==> src/rtl/spmm_sched_pkg.sv <==
`default_nettype none
// ============================================================================
//  Module   : spmm_sched_pkg
//  Brief    : Shared types for the SpMM tile scheduler (FSM states, command).
//  Revision : 1.0  initial release
// ============================================================================
package spmm_sched_pkg;

    typedef enum logic [1:0] {
        IDLE  = 2'd0,
        RHS   = 2'd1,
        LHS   = 2'd2,
        DRAIN = 2'd3
    } sched_state_t;

    typedef struct packed {
        logic new_rhs;
        logic ws;
        logic os;
        logic drain;
    } sched_cmd_t;

endpackage
`default_nettype wire

==> src/rtl/spmm_sat_cnt.sv <==
`default_nettype none
// ============================================================================
//  Module   : spmm_sat_cnt
//  Brief    : Up-counter that holds at all-ones instead of wrapping.
//  Revision : 1.0  initial release
// ============================================================================
module spmm_sat_cnt #(
    parameter int W = 32
) (
    input  logic         clock,
    input  logic         reset,
    input  logic         inc,
    output logic [W-1:0] count
);

    logic [W-1:0] r_count;

    always_ff @(posedge clock) begin
        if (reset) begin
            r_count <= '0;
        end else if (inc && (r_count != '1)) begin
            r_count <= r_count + W'(1);
        end
    end

    assign count = r_count;

endmodule
`default_nettype wire

==> src/rtl/spmm_tile_sched.sv <==
`default_nettype none
// ============================================================================
//  Module   : spmm_tile_sched
//  Brief    : Sequences rhs load, lhs issue and output drain for SpMM tiles.
//             Define SPMM_SCHED_PERF_EN to build the saturating stall counter.
//  Revision : 1.0  initial release
// ============================================================================
module spmm_tile_sched
    import spmm_sched_pkg::*;
#(
    parameter int CNT_W = 16
) (
    input  logic             clock,
    input  logic             reset,
    input  logic             cmd_valid,
    output logic             cmd_ready,
    input  logic             cmd_new_rhs,
    input  logic             cmd_ws,
    input  logic             cmd_os,
    input  logic             cmd_drain,
    input  logic             lhs_ready_ns,
    input  logic             lhs_ready_ws,
    input  logic             lhs_ready_os,
    input  logic             lhs_ready_wos,
    output logic             lhs_start,
    output logic             lhs_ws,
    output logic             lhs_os,
    input  logic             rhs_ready,
    output logic             rhs_start,
    input  logic             out_ready,
    output logic             out_start,
    output logic             done,
    output logic [CNT_W-1:0] tile_cnt,
    output logic             err,
    output logic [31:0]      stall_cnt
);

    sched_state_t     r_state;
    sched_state_t     w_state_nxt;
    sched_cmd_t       r_cmd;
    logic             r_rhs_valid;
    logic             r_out_pending;
    logic             r_err;
    logic             r_done;
    logic [CNT_W-1:0] r_tile_cnt;

    logic w_accept;
    logic w_legal;
    logic w_lhs_sel;
    logic w_rhs_fire;
    logic w_lhs_fire;
    logic w_out_fire;

    assign w_accept = cmd_valid && cmd_ready;
    assign w_legal  = (cmd_new_rhs || r_rhs_valid) && (!cmd_os || r_out_pending);

    always_comb begin
        w_lhs_sel   = 1'b0;
        w_rhs_fire  = 1'b0;
        w_lhs_fire  = 1'b0;
        w_out_fire  = 1'b0;
        w_state_nxt = r_state;
        cmd_ready   = 1'b0;
        lhs_ws      = 1'b0;
        lhs_os      = 1'b0;

        unique case ({r_cmd.ws, r_cmd.os})
            2'b00:   w_lhs_sel = lhs_ready_ns;
            2'b10:   w_lhs_sel = lhs_ready_ws;
            2'b01:   w_lhs_sel = lhs_ready_os;
            default: w_lhs_sel = lhs_ready_wos;
        endcase

        case (r_state)
            IDLE: begin
                cmd_ready = 1'b1;
                if (cmd_valid && w_legal) begin
                    w_state_nxt = cmd_new_rhs ? RHS : LHS;
                end
            end
            RHS: begin
                w_rhs_fire = rhs_ready && r_cmd.new_rhs;
                if (w_rhs_fire) w_state_nxt = LHS;
            end
            LHS: begin
                lhs_ws     = r_cmd.ws;
                lhs_os     = r_cmd.os;
                w_lhs_fire = w_lhs_sel;
                if (w_lhs_fire) w_state_nxt = r_cmd.drain ? DRAIN : IDLE;
            end
            DRAIN: begin
                w_out_fire = out_ready;
                if (w_out_fire) w_state_nxt = IDLE;
            end
            default: w_state_nxt = IDLE;
        endcase
    end

    // Strobes are gated by reset so an in-flight handshake never completes
    // on the cycle the synchronous reset is applied.
    assign rhs_start = w_rhs_fire && !reset;
    assign lhs_start = w_lhs_fire && !reset;
    assign out_start = w_out_fire && !reset;

    always_ff @(posedge clock) begin
        if (reset) begin
            r_state       <= IDLE;
            r_cmd         <= '0;
            r_rhs_valid   <= 1'b0;
            r_out_pending <= 1'b0;
            r_err         <= 1'b0;
            r_done        <= 1'b0;
            r_tile_cnt    <= '0;
        end else begin
            r_state <= w_state_nxt;
            r_done  <= 1'b0;
            if (w_accept) begin
                if (w_legal) begin
                    r_cmd <= '{new_rhs: cmd_new_rhs, ws: cmd_ws, os: cmd_os, drain: cmd_drain};
                end else begin
                    r_err <= 1'b1;
                end
            end
            if (w_rhs_fire) r_rhs_valid <= 1'b1;
            if (w_lhs_fire) begin
                r_out_pending <= 1'b1;
                r_tile_cnt    <= r_tile_cnt + CNT_W'(1);
                if (!r_cmd.ws)    r_rhs_valid <= 1'b0;
                if (!r_cmd.drain) r_done      <= 1'b1;
            end
            if (w_out_fire) begin
                r_out_pending <= 1'b0;
                r_done        <= 1'b1;
            end
        end
    end

    assign done     = r_done;
    assign tile_cnt = r_tile_cnt;
    assign err      = r_err;

`ifdef SPMM_SCHED_PERF_EN
    logic w_stall;

    assign w_stall = ((r_state == RHS)   && !rhs_ready) ||
                     ((r_state == LHS)   && !w_lhs_sel) ||
                     ((r_state == DRAIN) && !out_ready);

    spmm_sat_cnt #(
        .W (32)
    ) u_stall_cnt (
        .clock (clock),
        .reset (reset),
        .inc   (w_stall),
        .count (stall_cnt)
    );
`else
    assign stall_cnt = 32'd0;
`endif

endmodule
`default_nettype wire

==> config.mk <==
export PLATFORM = sky130hd
export DESIGN_NAME = spmm_tile_sched
export DESIGN_NICKNAME = d
export VERILOG_FILES = /design/src/rtl/spmm_sched_pkg.sv /design/src/rtl/spmm_sat_cnt.sv /design/src/rtl/spmm_tile_sched.sv
export SDC_FILE = /design/constraint.sdc
export NUM_CORES = 1
export LEC_CHECK = 0
export ABC_AREA = 1
export BUFFER_PORTS_ARGS = -buffer_cell sky130_fd_sc_hd__buf_4
export CORE_UTILIZATION = 43
export DETAILED_ROUTE_END_ITERATION = 10
export PLACE_DENSITY_LB_ADDON = 0.15
export SYNTH_ARGS = -nofsm -noshare
export SYNTH_HDL_FRONTEND = slang
export SYNTH_SLANG_ARGS = --single-unit
==> constraint.sdc <==
create_clock -name clock -period 1.35 [get_ports clock]
set_input_delay 0.0675 -clock clock [delete_from_list [all_inputs] [get_ports clock]]
set_output_delay 0.0675 -clock clock [all_outputs]
set_load 0.03 [all_outputs]
# Word-level counts from Yosys, hierarchy flattened
# Index checks and enable logic that the tools add are counted.
[word_totals]
output_inout_bits = 56
in_bits = 13
reg_bits = 26
[op_classes]
addsub = 1
n_reduce_logical = 17
bitwise = 1
n_eq_ne = 9
muxes = 20
[ops]
columns = ["operator", "count"]
rows = [
  ["16-bit by 1-bit adder with 16-bit output, second input constant", 1],
  ["1-bit 2-to-1 mux", 12],
  ["2-bit 2-to-1 mux", 6],
  ["2-bit inequality test, second input constant", 4],
  ["2-bit one-hot mux with 4 select lines", 1],
  ["1-bit logical AND", 7],
  ["2-bit equality test, second input constant", 3],
  ["2-bit by 1-bit equality test with 1-bit output, second input constant", 2],
  ["2-bit logical NOT", 2],
  ["2-bit AND reduction", 2],
  ["4-bit AND reduction", 1],
  ["1-bit one-hot mux with 3 select lines", 1],
  ["1-bit logical NOT", 2],
  ["1-bit logical OR", 2],
  ["2-bit OR reduction", 1],
  ["1-bit NOT", 1],
]

# Depth between registers and ports, before layout
# Gate-level depths: netlist of the first run.
[logic_depth]
word_depth = 6
depth_mapped = 9

# Least setup slack after synthesis of the first run
# Ideal clock, no wire load.
[synth_timing]
path_kind = "register to register"
start = "reg r_tile_cnt[1], in the netlist tile_cnt[1]"
end = "reg r_tile_cnt[10], in the netlist tile_cnt[10]"
path_slack_ns = -0.189
t_arrival_ns = 1.426
stages_incl_launch_ff = 9
synth_period_minus_slack_ns = 1.539
n_path_buf = 0
cell_sequence = "dfxtp_1 -> ha_1 -> nand3_1 -> nor2_2 -> nand2_1 -> nor2_1 -> nand2_1 -> nand2_1 -> nor2_1"
[synth_via]
elab_chain_cells = 1
[synth_rtl]
columns = ["item", "line", "rtl"]
rows = [
  ["from (decl)", "spmm_tile_sched.sv:45", "logic [CNT_W-1:0] r_tile_cnt;"],
  ["from (signal assigned)", "spmm_tile_sched.sv:127", "r_tile_cnt <= r_tile_cnt + CNT_W'(1);"],
  ["16-bit by 1-bit adder with 16-bit output", "spmm_tile_sched.sv:127", ""],
]
# Every way passes these cells.
# A chain may end at the register's enable or synchronous reset.

# Worst setup path after layout of the first run
[layout_timing]
start = "reg r_state[0]"
end = "out out_start"
[layout_via]
elab_chain_cells = 3
[layout_rtl]
columns = ["item", "line", "rtl"]
rows = [
  ["from (decl)", "spmm_tile_sched.sv:38", "sched_state_t r_state;"],
  ["from (signal assigned)", "spmm_tile_sched.sv:115", "r_state <= w_state_nxt;"],
  ["2-bit equality test", "spmm_tile_sched.sv:74", "case (r_state)"],
  ["1-bit 2-to-1 mux", "spmm_tile_sched.sv:74", ""],
  ["1-bit logical AND", "spmm_tile_sched.sv:103", "assign out_start = w_out_fire && !reset;"],
  ["to (decl)", "spmm_tile_sched.sv:31", "output logic out_start,"],
]
# Every way passes these cells.

==> out/results.tsv, run 1 <==
metric	value	unit
outcome	finished with violations	
failing checks	negative setup slack	
crit-path max cell delay	370	ps
Seq/Total Area, Yosys	31.1	%
Total Nets Final	312	
commonest non-fill, non-tap cells in the layout	55 x nand2_1, 52 x buf_4, 32 x conb_1	
vias per cell	4.56	
FILL cells	363	
H-tree depth	1	
Sequential Power Share	37.2	%
net switching power figure	0.968	mW
Switching Share	40.6	%
Final min period	1400	ps
Inserted Clock Buffers	3	
FMAX	713	MHz
CTS tree	yes	
Max Cap Violations	0	
number of buffers and inverters on the critical path	4	
die area	0.00415	mm^2
most common cell after layout, fill and taps aside	nand2_1	
Synth cell types	28	
Post-DP Area	0.00199	mm^2
GRT Total Usage	17.8	%
number of clock sinks	26	
Reg area	534	um^2
ANT cells	0	
fin area	0.00216	mm^2
Final Worst Setup Slack	-51.7	ps
gpl congestion	0.868	
vias	1574	
detailed-placement wirelength estimate	2.72	mm
DRC	0	
Worst-Skew Late Latency	280	ps
Avg WL per Cell	10.8	um
PwrDens	1100	mW/mm^2
clock buffer depth	2	
vias in the first global route	1341	
Multi-input gate area	991	um^2
Synth Register Bits	26	
Avg Inst Size Synth	6.92	um^2
core box area	0.00369	mm^2
row count	22	
drt first pass iters	4	
Int Power	1.41	mW
io pins	69	
maximum VDD drop	0.000930	V
Die Ht	64.4	um
Setup Skew	1.48	ps
setup violators final	1	
Die W	64.4	um
Final Cycle Share	104	%
critical path arrival	1330	ps
Buffers on Ports	36	
critical path peak fanout	5	
initial antenna violation count	0	
largest net degree at the start of global routing	16	
worst min-delay path category	input pin to flip-flop	
final WL	3.72	mm
total power draw	2.38	mW
GR Overflow Total	0	
Leakage	0.959	nW
Syn Inst Count	242	
CTS root buf	clkbuf_8	
Post-Syn Area	0.00168	mm^2
hold slack final	51.3	ps
Initial Utilization	45.4	%
Layout area overhead	28.8	%
Slowest-stage cell, CP	dfxtp_2	
Req. time, crit path	1280	ps
CP Capture Type	output port	
Largest delay share family, worst path	buffers and inverters	
Synthesis Warnings	0	
Setup CP Type	flip-flop to output port	
Final Max Slew Viols	0	
layout cells sized above 1	37.4	%
number of nets with antenna violations after routing	0	
Comb pwr share	43.5	%
worst-path cell chain	buf_6 -> inv_2 -> nor3_4 -> inv_2 -> nor2_4 -> buf_6	
first-pass GRT wire length	5.77	mm
pre-CTS WS	19.8	ps
TNS Setup	-51.7	ps
power share of the clock group	19.3	%
Final Hold Viols	0	
Iter 0 DRT Violations	37	
Worst-path clk slew	90	ps
Critical Path Start Type	flip-flop	
RSZ-0062 raised after global routing	yes	
-- sequential cells by signal, summed over array words and instances, names as in the netlist --
name           count
done               1
tile_cnt          16
err                1
r_cmd              4
r_rhs_valid        1
r_out_pending      1
r_state            2
-- worst min-delay path: stages --
cell and delay (ps):
buf_4 80, a31oi_1 70, nor2_1 80
-- logic make-up after synthesis --
group,share of synthesized area [%]
simple gates,33.5
buf+inv,21.4
compound gates,11.5
flops,31.1
xor+xnor,1.57
fa+ha+maj,0.747
other cells,0.224
-- timing repair --
action,in CTS,in global routing
endpoints found under the setup margin,2,20
resized for setup,3,17
setup buffers,1,4
hold buffers,0,0
cloned,0,0
pin swaps,1,4
endpoints found under the hold margin,0,0
-- worst paths after layout --
| check | start | to | slack, ps | cells past startpoint |
|---|---|---|---|---|
| worst max-delay path | r_state[0] | out_start | -50 | 6 |
| worst min-delay path | cmd_valid | err | 50 | 3 |
| worst max register to register | r_cmd[2] | tile_cnt[1] | 70 | 8 |
| worst min register to register | r_cmd[0] | r_cmd[0] | 480 | 2 |
-- cell usage after synthesis (all sizes together) --
master,count,share of area (%)
nor3,3,0.90
inv,22,4.9
nand4,4,1.5
nand3,16,5.1
conb,1,0.22
nor2,39,11
a21oi,18,7.4
a31oi,1,0.37
o21ai,7,2.1
buf,36,17
o211ai,1,0.45
xnor2,3,1.6
dfxtp,26,31
ha,1,0.75
a211oi,2,1.2
nand2,62,15
-- per-layer routing --
layer / vias to the layer above / routed length [um] / GRT usage, %
met5: - / 0 / 0
met4: 0 / 20 / 3.33
met3: 5 / 165 / 4.58
met2: 40 / 1860 / 31.1
met1: 718 / 1680 / 22.1
li1: 811 / - / -
-- stage by stage --
step                      utilization, %  std cells
after floorplan                        -        273
after global placement              54.1        336
after detailed placement            54.1        336
after CTS                           55.9        341
after global routing                58.5        345
final                               58.5        345
-- layout make-up --
cell class	instances	area share, %
multi-input combinational	189	45.9
sequential	26	24.8
timing repair buffer	56	20.6
inverter	22	3.83
tap	48	2.78
clock buffer	3	1.91
clock inverter	1	0.174
-- power groups by stage --
stage | registers, mW | clock network, mW | logic (mW)
floorplan | 0.938 | 0 | 0.702
global route | 0.893 | 0.504 | 1.11
detailed placement | 0.893 | 0 | 0.953
global placement | 0.892 | 0 | 0.950
CTS | 0.879 | 0.474 | 0.978
finish | 0.886 | 0.460 | 1.04
Power figures use the tool's default switching activity.
==> inputs of run 2 (changes only) <==
--- a/config.mk
+++ b/config.mk
@@ -7,9 +7,10 @@
 export LEC_CHECK = 0
 export ABC_AREA = 1
 export BUFFER_PORTS_ARGS = -buffer_cell sky130_fd_sc_hd__buf_4
-export CORE_UTILIZATION = 43
+export CORE_UTILIZATION = 48
 export DETAILED_ROUTE_END_ITERATION = 10
 export PLACE_DENSITY_LB_ADDON = 0.15
 export SYNTH_ARGS = -nofsm -noshare
 export SYNTH_HDL_FRONTEND = slang
+export SYNTH_HIERARCHICAL = 1
 export SYNTH_SLANG_ARGS = --single-unit
==> constraint.sdc (replaced) <==
create_clock -name clock -period 1.63 [get_ports clock]
set_input_delay 0.0815 -clock clock [delete_from_list [all_inputs] [get_ports clock]]
set_output_delay 0.0815 -clock clock [all_outputs]
set_load 0.03 [all_outputs]
==> out/results.tsv, run 2 <==
metric	value	unit	change
core box area	0.00334	mm^2	-9.5%
ANT cells	0		unchanged
PwrDens	902	mW/mm^2	-18%
worst min-delay path category	input pin to flip-flop		
Post-synth EDFFs	0		unchanged
CTS root buf	clkbuf_4		
GR Overflow Total	0		unchanged
die area	0.00373	mm^2	-10%
GRT Total Usage	18.6	%	+0.76 points
Iter 0 DRT Violations	32		-14%
first-pass GRT wire length	5.14	mm	-11%
Synth cell types	28		unchanged
failing checks	design-rule violations		
number of clock sinks	26		unchanged
layout cells sized above 1	28.0	%	-9.4 points
Avg WL per Cell	9.91	um	-8.1%
main combinational cell family by area after synthesis	simple AND/OR/NAND/NOR gates		
clock buffer depth	2		unchanged
RSZ-0062 raised after global routing	no		
post-synth top area cell	dfxtp_1		
Reg-to-Reg Start	tile_cnt[0]		
maximum VDD drop	0.000679	V	-27%
hold depth	3		unchanged
gpl congestion	0.843		-2.9%
adder-cell share of the synthesized area	0.747	%	unchanged
Post-Syn Area	0.00168	mm^2	unchanged
Initial Utilization	50.2	%	+4.8 points
CTS tree	yes		
CP Launch Point	r_cmd[2]		
crit-path max cell delay	350	ps	-20 ps
Leakage	0.833	nW	-13%
Inserted Clock Buffers	3		unchanged
Synth Area in XOR/XNOR	1.57	%	unchanged
largest net degree at the start of global routing	18		+2
critical path peak fanout	5		unchanged
asr flop ratio synth	0	%	unchanged
io pins	69		unchanged
H-tree depth	1		unchanged
setup violators final	0		-1
Largest delay share family, worst path	simple AND/OR/NAND/NOR gates		
Max Cap Violations	0		unchanged
Buffers on Ports	36		unchanged
TNS Setup	0	ps	+51.7 ps
Reg2Reg Setup Slack	210	ps	+140 ps
Final Max Slew Viols	0		unchanged
row count	21		-4.5%
drt first pass iters	8		+4
Final min period	1470	ps	
hold slack final	15.4	ps	-36.0 ps
CP Capture Type	output port		
Die W	61.1	um	-5.2%
synth cell count leaders	55 x nand2_1, 33 x buf_4, 31 x nor2_1		
vias	1452		-7.8%
commonest non-fill, non-tap cells in the layout	55 x nand2_1, 39 x buf_4, 32 x conb_1		
Final Non-Filler Cells	325		-5.8%
area share of the largest cell type after synthesis	31.1	%	unchanged
Slowest-stage cell, CP	dfxtp_1		
final WL	3.22	mm	-13%
Worst-Skew Late Latency	320	ps	+40 ps
Syn Inst Count	242		unchanged
Synthesis Warnings	6		+6
vias in the first global route	1206		-10%
total stage count of the critical path	6		unchanged
Worst-path clk slew	140	ps	+50 ps
post-synthesis mux area share	0	%	unchanged
Avg Inst Size Synth	6.92	um^2	unchanged
Final Hold Viols	0		unchanged
Final Worst Setup Slack	158	ps	+209 ps
Final Cycle Share	90.3	%	
Setup Skew	1.15	ps	-0.331 ps
Post-DP Area	0.00185	mm^2	-7.2%
Critical Path Start Type	flip-flop		
Die Ht	61.1	um	-5.2%
most common cell after layout, fill and taps aside	nand2_1		
HP Start	cmd_valid		
number of nets with antenna violations after routing	0		unchanged
initial antenna violation count	0		unchanged
Req. time, crit path	1550	ps	+270 ps
fin area	0.00190	mm^2	-12%
number of buffers and inverters on the critical path	2		-2
Post-synth top flop	dfxtp_1		
compound-cell area share of the yosys netlist	11.5	%	unchanged
critical path arrival	1390	ps	+60 ps
Seq/Total Area, Yosys	31.1	%	unchanged
detailed-placement wirelength estimate	2.48	mm	-8.6%
most common cell in the netlist	nand2_1		
total power draw	1.72	mW	-28%
Register-to-Register Path Depth	8		unchanged
pre-CTS WS	226	ps	+206 ps
worst-path cell chain	inv_2 -> nand2_1 -> nand3_1 -> nand3_4 -> nor2_2 -> buf_4		
Total Nets Final	295		-5.4%
outcome	finished with violations		
Setup CP Type	flip-flop to output port		
synth top area cells	dfxtp_1 31%, buf_4 15%, nand2_1 12%		
placed instance count	320		-4.8%
Synth Register Bits	26		unchanged
vias per cell	4.47		-2.1%
FMAX	679	MHz	
Final Util	57.0	%	-1.5 points
Largest register FFs	16		unchanged
Layout area overhead	13.5	%	
Post-Synth Simple-Gate Area	33.5	%	unchanged
DRC	2		+2
==> run 2: worst register-to-register path, cell delays in order (launching register included) <==
cell and delay (ps):
dfxtp_1 410, ha_1 210, nand3_1 130, nor2_2 210, nand2_1 70, nor2_1 140, nand2_1 60, nand2_1 60
nor2_1 40
==> run 2: metal layers <==
metal	global-route usage, %	wire [um]	up-vias
li1	-	-	781
met1	26.0	1640	631
met2	30.1	1440	36
met3	1.89	110	4
met4	5.84	30	0
met5	0	0	-
==> run 2: final cells by class <==
cell class | count | area [um^2]
timing repair buffer | 39 | 293
sequential | 26 | 522
clock buffer | 3 | 22.5
fill | 342 | 1440
tap | 46 | 57.6
multi-input combinational | 189 | 925
inverter | 22 | 82.6
==> run 2: power breakdown <==
group	internal, mW	switching [mW]
clock network	0.0865	0.192
logic	0.210	0.483
registers	0.691	0.0533
==> run 2: repair_timing <==
action,in CTS,in global routing
endpoints found under the hold margin,0,0
pin swaps,0,1
gates resized for setup,2,1
buffers inserted,0,2
hold buffers,0,0
setup endpoints to repair,2,2
==> run 2: logic make-up (layout without fill, tap and decap cells) <==
family | count (synthesis) | in the layout
fa+ha+maj | 1 | 1
compound gates | 29 | 29
simple gates | 124 | 124
flops | 26 | 26
buf+inv | 58 | 64
xor+xnor | 3 | 3
other cells | 1 | 32
==> run 2: worst paths after layout <==
check,to
max,lhs_start
min,err
max reg2reg,tile_cnt[10]
min reg2reg,r_cmd[0]
